<file path="config.mk">
export PLATFORM = sky130hd
export DESIGN_NAME = seq_alu_hs
export DESIGN_NICKNAME = d
export VERILOG_FILES = /design/src/rtl/seq_alu_hs.sv
export SDC_FILE = /design/constraint.sdc
export NUM_CORES = 1
export LEC_CHECK = 0
export ABC_CLOCK_PERIOD_IN_PS = 5450
export BUFFER_PORTS_ARGS = -buffer_cell sky130_fd_sc_hd__buf_2
export CAP_MARGIN = 20
export CORE_UTILIZATION = 30
export DETAILED_ROUTE_END_ITERATION = 8
export PLACE_DENSITY_LB_ADDON = 0.15
export RECOVER_POWER = 25
export SLEW_MARGIN = 20
export SYNTH_ARGS = -nofsm -noshare
export SYNTH_HDL_FRONTEND = slang
export SYNTH_SLANG_ARGS = --single-unit
</file>
<file path="constraint.sdc">
create_clock -name clk -period 5.45 [get_ports clk]
set_input_delay 0.545 -clock clk [delete_from_list [all_inputs] [get_ports clk]]
set_output_delay 0.545 -clock clk [all_outputs]
set_load 0.05 [all_outputs]
</file>
<file path="src/rtl/seq_alu_hs.sv">
// rtl/seq_alu_hs.sv - sequential ALU with accumulator and valid/ready result queue
// Optional build macro SEQ_ALU_HS_FLAGS_EN stores zero/carry/ovf per queue entry.
module seq_alu_hs #(
    parameter int WIDTH = 8,
    parameter int DEPTH = 2
) (
    input  logic             clk,
    input  logic             rst,
    input  logic             in_valid,
    output logic             in_ready,
    input  logic [2:0]       opcode,
    input  logic [WIDTH-1:0] A,
    input  logic [WIDTH-1:0] B,
    input  logic             acc_sel,
    input  logic             acc_clr,
    output logic             out_valid,
    input  logic             out_ready,
    output logic [WIDTH-1:0] C,
    output logic             zero,
    output logic             carry,
    output logic             ovf
);

    localparam int SW = $clog2(WIDTH);
    localparam int PW = (DEPTH > 1) ? $clog2(DEPTH) : 1;
    localparam int CW = $clog2(DEPTH + 1);

    typedef enum logic [2:0] {
        OP_ADD = 3'd0,
        OP_SUB = 3'd1,
        OP_AND = 3'd2,
        OP_OR  = 3'd3,
        OP_XOR = 3'd4,
        OP_SHL = 3'd5,
        OP_SHR = 3'd6,
        OP_LTU = 3'd7
    } op_e;

    logic [WIDTH-1:0] acc;
    logic [WIDTH-1:0] op_a;
    logic [WIDTH-1:0] res;
    logic [WIDTH-1:0] q_data [DEPTH];
    logic [PW-1:0]    wr_ptr;
    logic [PW-1:0]    rd_ptr;
    logic [CW-1:0]    count;
    logic             push;
    logic             pop;

    function automatic logic [PW-1:0] ptr_inc(input logic [PW-1:0] p);
        return (p == PW'(DEPTH - 1)) ? '0 : p + PW'(1);
    endfunction

    assign op_a      = acc_sel ? acc : A;
    assign in_ready  = (count < CW'(DEPTH));
    assign out_valid = (count != '0);
    assign push      = in_valid && in_ready;
    assign pop       = out_valid && out_ready;

    always_comb begin
        res = '0;
        case (op_e'(opcode))
            OP_ADD: res = op_a + B;
            OP_SUB: res = op_a - B;
            OP_AND: res = op_a & B;
            OP_OR:  res = op_a | B;
            OP_XOR: res = op_a ^ B;
            OP_SHL: res = op_a << B[SW-1:0];
            OP_SHR: res = op_a >> B[SW-1:0];
            OP_LTU: res = {{(WIDTH-1){1'b0}}, (op_a < B)};
            default: res = '0;
        endcase
    end

    // Clear wins over the accept-load; the accepted op already used the old value.
    always_ff @(posedge clk or negedge rst) begin
        if (!rst) begin
            acc    <= '0;
            wr_ptr <= '0;
            rd_ptr <= '0;
            count  <= '0;
        end else begin
            if (acc_clr)
                acc <= '0;
            else if (push)
                acc <= res;
            if (push)
                wr_ptr <= ptr_inc(wr_ptr);
            if (pop)
                rd_ptr <= ptr_inc(rd_ptr);
            if (push && !pop)
                count <= count + CW'(1);
            else if (pop && !push)
                count <= count - CW'(1);
        end
    end

    always_ff @(posedge clk) begin
        if (push)
            q_data[wr_ptr] <= res;
    end

    assign C = out_valid ? q_data[rd_ptr] : '0;

`ifdef SEQ_ALU_HS_FLAGS_EN
    logic [WIDTH:0] wsum;
    logic [WIDTH:0] wdiff;
    logic [2:0]     res_flags;
    logic [2:0]     q_flags [DEPTH];
    logic [2:0]     head_flags;

    assign wsum  = {1'b0, op_a} + {1'b0, B};
    assign wdiff = {1'b0, op_a} - {1'b0, B};

    // Flag order: {zero, carry, ovf}; carry is borrow for SUB.
    always_comb begin
        res_flags    = '0;
        res_flags[2] = (res == '0);
        case (op_e'(opcode))
            OP_ADD: begin
                res_flags[1] = wsum[WIDTH];
                res_flags[0] = (op_a[WIDTH-1] == B[WIDTH-1]) && (wsum[WIDTH-1] != op_a[WIDTH-1]);
            end
            OP_SUB: begin
                res_flags[1] = wdiff[WIDTH];
                res_flags[0] = (op_a[WIDTH-1] != B[WIDTH-1]) && (wdiff[WIDTH-1] != op_a[WIDTH-1]);
            end
            default: ;
        endcase
    end

    always_ff @(posedge clk) begin
        if (push)
            q_flags[wr_ptr] <= res_flags;
    end

    assign head_flags = out_valid ? q_flags[rd_ptr] : 3'b000;
    assign zero  = head_flags[2];
    assign carry = head_flags[1];
    assign ovf   = head_flags[0];
`else
    assign zero  = 1'b0;
    assign carry = 1'b0;
    assign ovf   = 1'b0;
`endif

endmodule

</file>
==> impl_metrics.ini <==
[timing]
hold_viol_final = 0
relSlewSlack_pct = 26.02
period_share_pct = 60.74
min_period_ps = 3310
finalSetupTns_ps = 0
worst_pin_slew_ps = 1101
setup_viol = 0
skew_ps = 3.525
drv_slew = 0
fmax_ghz = 0.3021
rsz0062_at_grt = false

[clock_network]
clk_latency_ps = 270
clock_sinks = 28
cts_buffers = 3
cts.path.max_buffers = 2
post_cts_buffers = 0
cts_hold_buf = 0
cts_resized = 0
root_buffer = clkbuf_8
h-tree-depth = 1
clkTransAtPathRegs_ps = 90
cts_tree = built

[global_routing]
met1_usage_pct = 23.71
grt_pass1_vias = 2819
grt_max_degree = 30
track_usage_pct = 17.46
antenna_found_initial = 0
use_met3_pct = 0.6028
grt_pass1_wl_mm = 15.64
gr-max-usage-layer = met2
grt-ovfl-total = 0
use_met2_pct = 29.75

[layout]
fillerInstances = 1160
syn2layout_area_growth_pct = 7.307
design_area_um2 = 3620
nets = 455
drive_gt1_share_pct = 12.34
n_antenna_cell = 0
instances_no_fill = 537

[synthesis]
syn_area_per_cell_um2 = 8.854
synth_top_family_by_area = simple AND/OR/NAND/NOR gates
synthDominantCellAreaShare_pct = 14.24
ys_seq_area_share_pct = 23.15
yosys-top-cells-area = edfxtp_1, ha_1, mux2i_1
postSynthCellCount = 381
synth.largest_area_cell = edfxtp_1
synth_mux_area_share_pct = 15.76
synth_xor_xnor_area_share_pct = 3.116
ys.flop_type = edfxtp_1
ys_ff_latch = 28
synth_warnings = 0
yosys.area_share.simple_pct = 19.36
netlist_area_um2 = 3373
synthTopCellsByCount = mux2i_1, nor2_1, ha_1, inv_1, nand2_1
synth_compound_area_share_pct = 18.43
ys_types = 66
synthAdderAreaFrac_pct = 12.31
async_reset_ff_share_pct = 42.86
synth_enable_flop_cells = 16

[setup_path]
cp_max_fo = 25
cp_slowest_cell = buf_2
setup.worst_path.end_class = flop
crit_family = compound AO/OA/AOI/OAI gates
cp.arrival_ps = 3490
cp_cell_sequence = buf_2 > mux2i_1 > inv_1 > ha_1 > a211oi_1 > nor4_1 > a211oi_1 > mux2i_1 > a211oi_2 > a311oi_1
crit_required_ps = 5630
critPathBufInv = 2
critPathMaxStageDelay_ps = 470
crit_type = in -> reg
crit_path_start_kind = primary input

[floorplanning]
io-pin-count = 38
die_h_um = 108.0
core_um2 = 10890
die_area_um2 = 11670
die_x_um = 108.0
num_rows = 38
start_util_pct = 30.98

[job]
maxCapViolations = 0

[place]
post-place-cells = 533
gp_congestion = 0.8986
port_buffers = 34
place_area_um2 = 3577
dp_hpwl_mm = 7.967

[drt]
detail-route-antenna-nets = 0
drt_wl_total_mm = 9.991
first_pass_iters = 4
drt-initial-drc-count = 283
num_vias = 2932
drc = 0
wl_per_cell_um = 18.61
viasPerCell = 5.460

[power]
power.density_nw_per_um2 = 302.8
leakage_nw = 1.581
ir_worst_vdd_mv = 0.2223

[outcome]
status = complete, no violations

[min_path]
hold_class = in -> async
==> path summary, 6_finish.rpt <==
| kind | startpoint | slack [ps] | end | cells after the start |
|---|---|---|---|---|
| setup / recovery | acc_sel | 2140 | acc[7]$_DFFE_PN0P_ | 10 |
| hold / removal | rst | 290 | acc[6]$_DFFE_PN0P_ | 1 |
| setup reg to reg | acc[2]$_DFFE_PN0P_ | 2490 | acc[7]$_DFFE_PN0P_ | 9 |
| hold reg to reg | wr_ptr$_DFFE_PN0P_ | 500 | wr_ptr$_DFFE_PN0P_ | 1 |
| max in group asynchronous | rst | 4720 | count[0]$_DFFE_PN0P_ | 1 |
| min in group clk | wr_ptr$_DFFE_PN0P_ | 500 | wr_ptr$_DFFE_PN0P_ | 1 |
==> power breakdown <==
part	internal [mW]	total (mW)	switching [mW]
sequential	0.285	0.337	0.0522
combinational	0.210	0.648	0.438
clock	0.0505	0.110	0.0599
==> routing by layer <==
metal / wire length [um] / up-vias / share of wire, %
met5: 0 / - / 0
met4: 215 / 0 / 2.2
met3: 419 / 11 / 4.2
met2: 4819 / 86 / 48
met1: 4537 / 1415 / 45
li1: - / 1420 / -
==> logic make-up after synthesis <==
group                    after synthesis
other                                  1
adder cells (fa/ha/maj)               32
multiplexers                          43
flip-flops                            28
XOR/XNOR                              12
AND/OR/NAND/NOR                      123
buffers and inverters                 53
AO/OA/AOI/OAI                         89
==> metrics by stage <==
step | hold WS [ps] | power, mW | utilization, % | setup WS (ps)
after floorplan | 249.4 | 0.8317 | - | 2392
after global placement | 454.5 | 0.9912 | 32.85 | 1813
after detailed placement | 453.3 | 0.9944 | 32.85 | 1823
after CTS | 154.5 | 1.105 | 33.27 | 2132
after global routing | 348.8 | 1.173 | 33.25 | 1924
final | 289.5 | 1.096 | 33.25 | 2140
==> cell type report <==
type / instances / area, um^2 / area share, %
clock buffers: 3 / 41.29 / 1.141
multi-input cells: 302 / 2338 / 64.60
clock inverters: 1 / 3.754 / 0.1037
well taps: 140 / 175.2 / 4.839
flip-flops and latches: 28 / 780.7 / 21.57
repair buffers: 35 / 175.2 / 4.839
inverters: 28 / 105.1 / 2.904
==> flip-flops by register name, summed over array words and instances, names as in the netlist <==
| name | count |
|---|---|
| acc | 8 |
| count | 2 |
| q_data | 16 |
| rd_ptr | 1 |
| wr_ptr | 1 |
==> cells in the final DEF, fill, tap and decap left out, types with 3 or more instances in the layout <==
master / netlist / final
dfrtp_1: 12 / 12
xnor2_1: 8 / 8
o21ai_0: 8 / 8
edfxtp_1: 16 / 16
clkbuf_8: 0 / 3
nand2_1: 28 / 28
a21oi_1: 25 / 25
nand3_1: 6 / 6
a32oi_1: 3 / 3
xor2_1: 4 / 4
o22ai_1: 7 / 7
o211ai_1: 4 / 4
nor2_1: 34 / 34
and2_1: 4 / 4
conb_1: 1 / 3
buf_2: 11 / 32
o41ai_1: 3 / 3
a311oi_1: 3 / 3
nand2b_1: 7 / 7
nor3_1: 7 / 7
nand3b_1: 3 / 3
mux2i_1: 34 / 34
mux4_2: 4 / 4
inv_1: 28 / 28
nor4_1: 3 / 3
o21a_1: 4 / 4
a211o_1: 4 / 4
ha_1: 30 / 30
mux4_1: 3 / 3
o31ai_1: 3 / 3
nor3b_1: 5 / 5
a211oi_1: 6 / 6
nor2b_1: 10 / 10
(Power assumes the default switching activity.)
